--- src/rtl/disp_scan_ctrl.sv ---
// disp_scan_ctrl: 4-digit seven-segment scan controller with tear-free frame-boundary updates
module disp_scan_ctrl #(
  parameter int DIV = 50000
) (
  input  logic        clk,
  input  logic        rst,
  input  logic        en,
  input  logic        load,
  input  logic [15:0] value_in,
  input  logic [3:0]  dp_in,
  input  logic        lz_blank,
  output logic        ready,
  output logic [3:0]  bcd,
  input  logic [6:0]  sseg_in,
  output logic [6:0]  sseg,
  output logic        dp,
  output logic [3:0]  an
);
  localparam int TW = (DIV > 2) ? $clog2(DIV) : 1;
  typedef enum logic {OFF, SCAN} state_t;
  state_t      state_q, state_d;
  logic [1:0]  idx_q, idx_d;
  logic [TW-1:0] tick_q, tick_d;
  logic [15:0] disp_q, disp_d, pend_q, pend_d;
  logic [3:0]  disp_dp_q, disp_dp_d, pend_dp_q, pend_dp_d;
  logic        pend_v_q, pend_v_d;
  logic [3:0]  an_q, an_d, bcd_q, bcd_d;
  logic        dp_q, dp_d, blank_q, blank_d;
  logic        lit, last, boundary, zero_hi;
  // next-state: load/commit handshake, slot counter and registered digit outputs
  always_comb begin
    state_d   = state_q;
    idx_d     = idx_q;
    tick_d    = tick_q;
    disp_d    = disp_q;
    disp_dp_d = disp_dp_q;
    pend_d    = pend_q;
    pend_dp_d = pend_dp_q;
    pend_v_d  = pend_v_q;
    last      = tick_q == TW'(DIV - 1);
    boundary  = state_q == SCAN && en && last && idx_q == 2'd3;
    lit       = state_q == SCAN && en;
    if (state_q == OFF) begin
      if (load) begin
        state_d   = SCAN;
        disp_d    = value_in;
        disp_dp_d = dp_in;
        idx_d     = 2'd0;
        tick_d    = '0;
      end
    end else begin
      if (en) begin
        tick_d = last ? '0 : tick_q + 1'b1;
        idx_d  = last ? idx_q + 2'd1 : idx_q;
      end
      if (boundary && pend_v_q) begin
        disp_d    = pend_q;
        disp_dp_d = pend_dp_q;
        pend_v_d  = 1'b0;
      end
      if (load && !pend_v_q) begin
        pend_d    = value_in;
        pend_dp_d = dp_in;
        pend_v_d  = 1'b1;
      end
    end
    zero_hi = (disp_q >> {idx_q, 2'b00}) == 16'd0;
    bcd_d   = disp_q[{idx_q, 2'b00} +: 4];
    an_d    = lit ? ~(4'b0001 << idx_q) : 4'hF;
    dp_d    = !(lit && disp_dp_q[idx_q]);
    blank_d = !lit || (lz_blank && idx_q != 2'd0 && zero_hi);
  end
  // state and output registers with synchronous reset
  always_ff @(posedge clk) begin
    if (rst) begin
      state_q   <= OFF;
      idx_q     <= 2'd0;
      tick_q    <= '0;
      disp_q    <= 16'd0;
      disp_dp_q <= 4'd0;
      pend_q    <= 16'd0;
      pend_dp_q <= 4'd0;
      pend_v_q  <= 1'b0;
      an_q      <= 4'hF;
      bcd_q     <= 4'd0;
      dp_q      <= 1'b1;
      blank_q   <= 1'b1;
    end else begin
      state_q   <= state_d;
      idx_q     <= idx_d;
      tick_q    <= tick_d;
      disp_q    <= disp_d;
      disp_dp_q <= disp_dp_d;
      pend_q    <= pend_d;
      pend_dp_q <= pend_dp_d;
      pend_v_q  <= pend_v_d;
      an_q      <= an_d;
      bcd_q     <= bcd_d;
      dp_q      <= dp_d;
      blank_q   <= blank_d;
    end
  end
  assign ready = !pend_v_q;
  assign an    = an_q;
  assign bcd   = bcd_q;
  assign dp    = dp_q;
  assign sseg  = blank_q ? 7'h7F : sseg_in;
endmodule

--- config.mk ---
export PLATFORM = sky130hd
export DESIGN_NAME = disp_scan_ctrl
export DESIGN_NICKNAME = d
export VERILOG_FILES = /design/src/rtl/disp_scan_ctrl.sv
export SDC_FILE = /design/constraint.sdc
export NUM_CORES = 1
export LEC_CHECK = 0
export CAP_MARGIN = 0
export CELL_PAD_IN_SITES_DETAIL_PLACEMENT = 0
export CELL_PAD_IN_SITES_GLOBAL_PLACEMENT = 1
export CORE_ASPECT_RATIO = 1.4
export CORE_MARGIN = 2
export CORE_UTILIZATION = 52
export CTS_CLUSTER_SIZE = 14
export DETAILED_ROUTE_END_ITERATION = 6
export DONT_BUFFER_PORTS = 1
export HOLD_SLACK_MARGIN = 0.12
export PLACE_DENSITY = 0.84
export SLEW_MARGIN = 20
export SYNTH_ARGS = -nofsm -noshare
export SYNTH_HDL_FRONTEND = slang
export SYNTH_SLANG_ARGS = --single-unit
export TNS_END_PERCENT = 100
--- constraint.sdc ---
create_clock -name clk -period 4.3 [get_ports clk]
set_input_delay 0.86 -clock clk [delete_from_list [all_inputs] [get_ports clk]]
set_output_delay 0.86 -clock clk [all_outputs]
set_load 0.1 [all_outputs]
# --- Word level (Yosys, flattened, before mapping) ---
# Index checks and enable logic that the tools add are counted.
op_classes:
  shift: 3
  n_lt_le_gt_ge: 1
  n_reduce_logical: 22
  eq_ne: 5
  bitwise: 2
  muxes: 21
  add_sub_neg: 2
ops:
  columns: ["op", "n"]
  rows:
  - ["2-to-1 mux 16 bit", 7]
  - ["adder 16 x 1 -> 16 bit (second input constant)", 1]
  - ["== test 16 bit (second input constant)", 1]
  - ["logical NOT 16 bit", 1]
  - ["variable part select 16 x 5 -> 4 bit", 1]
  - [">> shifter 16 x 4 -> 16 bit", 1]
  - ["2-to-1 mux 4 bit", 3]
  - ["logical AND 1 bit", 8]
  - ["2-to-1 mux 2 bit", 4]
  - ["AND reduction 2 bit", 4]
  - ["2-to-1 mux 7 bit", 1]
  - ["nonzero test 2 bit", 3]
  - ["2-to-1 mux 1 bit", 5]
  - ["!= test 2 x 1 -> 1 bit (second input constant)", 2]
  - ["NOT 4 bit", 1]
  - ["<< shifter 1 x 2 -> 4 bit (first input constant)", 1]
  - ["logical NOT 1 bit", 3]
  - ["< comparator 2 x 3 -> 1 bit (second input constant)", 1]
  - ["AND reduction 3 bit", 1]
  - ["adder 2 x 1 -> 2 bit (second input constant)", 1]
  - ["binary-select mux 1 bit (select 2 bit)", 1]
  - ["== test 2 bit (second input constant)", 1]
  - ["!= test 2 bit (second input constant)", 1]
  - ["OR reduction 2 bit", 1]
  - ["other kinds (2)", 2]
totals:
  reg_bits: 70
  inputBits: 32

# --- Logic depth before layout (Yosys ltp) ---
depth:
  ltp_word: 6
  depth_mapped: 7

# --- Worst setup path before layout ---
# No wires, ideal clock.
synth_path:
  path_kind: "input port to output port"
  from: "input sseg_in[0]"
  to: "output sseg[0]"
  arrival_ns: 1.351
  cell_stages: 1
  slack_ns: 2.089
  path_cell_list: "or2_2"
synth_between:
  elab_chain_len: 1
synth_lines:
  columns: ["element", "line_no", "text"]
  rows:
  - ["start: declaration", "14", "input logic [6:0] sseg_in,"]
  - ["2-to-1 mux 7 bit", "107", "assign sseg = blank_q ? 7'h7F : sseg_in;"]
  - ["end: declaration", "15", "output logic [6:0] sseg,"]
# No other way between the ends.

# --- Worst setup path after layout ---
layout_path:
  from: "register pend_v_q"
  to: "register pend_v_q"
layout_between:
  elab_chain_len: 4
layout_lines:
  columns: ["element", "line_no", "text"]
  rows:
  - ["start: declaration", "26", "logic pend_v_q, pend_v_d;"]
  - ["start signal: assignment", "96", "pend_v_q <= pend_v_d;"]
  - ["logical NOT 1 bit (*)", null, null]
  - ["net ready", "12", "output logic ready,"]
  - ["logical AND 1 bit (*)", "61", "if (load && !pend_v_q) begin"]
  - ["nonzero test 2 bit (no source line)", null, null]
  - ["AND reduction 2 bit (no source line)", null, null]
# The timed path passes the listed nets; every way through them passes the cells marked *.
# A chain may end at the register's enable or synchronous reset.

==> flow_metrics.env <==
export IMPL_syn2layout_area_growth_pct=5.21
export IMPL_ir_drop_mv=0.297
export IMPL_dp_cells=406
export IMPL_p_int_uw=962
export IMPL_synth_area_per_cell_um2=9.30
export IMPL_vias=2498
export IMPL_period_share_pct=55.9
export IMPL_p_sw_share_pct=26.7
export IMPL_cts_root_buffer="clkbuf_8"
export IMPL_ys_types=49
export IMPL_cts_clk_slew_worst_paths_ns=0.07
export IMPL_pwr_share_seq_pct=54.1
export IMPL_antenna_cells=0
export IMPL_grt_overflow=0
export IMPL_startpoint_type="flip-flop"
export IMPL_power_switching_uw=351
export IMPL_fillers=573
export IMPL_nNetsFinal=383
export IMPL_die_w_um=71.3
export IMPL_rows=34
export IMPL_die_h_um=98.2
export IMPL_end_kind="flip-flop"
export IMPL_gr_usage_met1_pct=25.5
export IMPL_ys_ff_latch=70
export IMPL_timing_final_ws_setup_ns=1.89
export IMPL_setup_tns_ns=0
export IMPL_grt_use_met2_pct=34.8
export IMPL_status="completed"
export IMPL_ys_seq_area_share_pct=42.6
export IMPL_fmax_mhz=416
export IMPL_powerDensity_nw_per_um2=379
export IMPL_grt_util_met3_pct=4.33
export IMPL_ios=49
export IMPL_hp_class="reg -> reg"
export IMPL_post_cts_buffers=0
export IMPL_die_area_um2=6990
export IMPL_top_usage_layer="met2"
export IMPL_clk_insertion_delay_late_ns=0.34
export IMPL_required_ns=4.54
export IMPL_synth_ff_type="dfxtp_1"
export IMPL_worst_pin_slew_ns=0.943
export IMPL_syn_area_um2=3290
export IMPL_final_cells=422
export IMPL_path_max_fanout=21
export IMPL_power_uw=1310
export IMPL_grt_pass1_wl_um=11800
export IMPL_dp_hpwl_um=4910
export IMPL_tritoncts="built"
export IMPL_first_pass_iters=4
export IMPL_post_cts_resized=0
export IMPL_fin_area_um2=3460
export IMPL_antenna_found_initial=0
export IMPL_report_final_slew_viol_count=0
export IMPL_p_clk_share_pct=35.9
export IMPL_drcViolationCount=0
export IMPL_ys_warn_count=0
export IMPL_fin_crit_ns=2.41
export IMPL_finalClockSkew_ns=0.00799
export IMPL_dpl_instance_area_um2=3260
export IMPL_grt_max_degree=58
export IMPL_ant_nets=0
export IMPL_maxCapViolCount=0
export IMPL_drive_gt1_share_pct=16.6
export IMPL_place_gp_congestion=0.926
export IMPL_wl_um=6990
export IMPL_numCtsBuffers=9
export IMPL_initial_core_util_pct=53.4
export IMPL_core_area_um2=6170
export IMPL_wire_per_inst_um=16.6
export IMPL_hold_violations=0
export IMPL_grt_pass1_vias=2383
export IMPL_syn_inst=354
export IMPL_place_ws_ns=1.65
export IMPL_synth_edf_count=0
export IMPL_grt_usage_pct=21.3
export IMPL_power_share_combinational_pct=10.1
export IMPL_setup_viol=0
export IMPL_clockBufferDepth=2
export IMPL_final_cell_mix="dfxtp_1, nand2_1, nor2_1, a21oi_1, mux2i_1"
export IMPL_port_buffers=0
export IMPL_synth_fp_nets=391
export IMPL_maxSlewHeadroom_pct=37.0
export IMPL_path_class="reg -> reg"
export IMPL_layout_commonest_cell="dfxtp_1"
export IMPL_htreeDepth=3
export IMPL_cts_sinks=70
export IMPL_ctsHoldBuffers=0
export IMPL_rsz0062_at_grt="no"
export IMPL_synthArstFlopShare_pct=0
export IMPL_drt_iter0_markers=154
export IMPL_viasPerCell=5.92
export IMPL_leakagePower_uw=0.00120
export IMPL_cp_data_arrival_time_ns=2.65
## through the flow
stage               utilization [%]  hold WS, ns
global route                   56.2        0.471
floorplan                         -        0.433
detailed placement             52.9        0.441
CTS                            55.7        0.451
finish                         56.2        0.449
global placement               52.9        0.435
## cell usage after synthesis (5+ instances only)
cell      instances  area [um^2]
a211oi_2         20          250
a21oi_1          25          125
clkbuf_1         11         41.3
dfxtp_1          70         1400
ha_1              5         62.6
mux2i_1          21          210
mux4_2            5          113
nand2_1          55          206
nand3_1          13         65.1
nor2_1           38          143
nor3_1            5         25.0
o21ai_0          10         50.1
or2_2             7         43.8
## power groups by stage
stage          logic (uW)  registers (uW)  clock network (uW)
2_1_floorplan         125             719                   0
3_3_place_gp          128             724                   0
3_5_place_dp          130             725                   0
4_1_cts               130             710                 485
5_1_grt               146             713                 513
6_report              132             710                 471
## registers in the layout (all words and copies together), names as in the netlist, 2 cells and up
signal and flops:
an 4, bcd 4, disp_dp_q 4, disp_q 16
idx_q 2, pend_dp_q 4, pend_q 16, tick_q 16
## logic make-up (layout without fill, tap and decap cells)
kind of cell             count (synthesis)  in the layout  share of synthesized area [%]
AND/OR/NAND/NOR                        153            153                           23.4
flip-flops                              70             70                           42.6
AO/OA/AOI/OAI                           68             68                           15.9
multiplexers                            26             26                           9.80
buffers and inverters                   25             21                           4.56
XOR/XNOR                                 7              7                           1.86
adder cells (fa/ha/maj)                  5              5                           1.90
## worst max-delay path: stages, from the launching register on
cell and delay, ns:
dfxtp_1 0.33, inv_1 0.67, nand3_1 0.85, a311oi_1 0.46
## layer usage
| layer | up-vias | routed length, um |
|---|---|---|
| li1 | 1234 | - |
| met1 | 1168 | 2800 |
| met2 | 77 | 3640 |
| met3 | 19 | 338 |
| met4 | 0 | 218 |
| met5 | - | 0 |
## layout make-up
type                            instances  area (um^2)  share of cell area, %
Clock buffer                           11          151                   4.37
Clock inverter                          4         22.5                  0.650
Inverter                                4         15.0                  0.433
Multi-Input combinational cell        259         1750                   50.5
Sequential cell                        70         1400                   40.4
Tap cell                               72         90.1                   2.60
Timing Repair Buffer                    2         35.0                   1.01
## final timing paths
kind,start,endpoint,slack (ns),cells past startpoint
worst max-delay path,pend_v_q,pend_v_q,1.89,3
worst min-delay path,pend_q[7],pend_q[7],0.45,2
worst max register to register,pend_v_q,pend_v_q,1.89,3
worst min register to register,pend_q[7],pend_q[7],0.45,2
(Power assumes the default switching activity.)
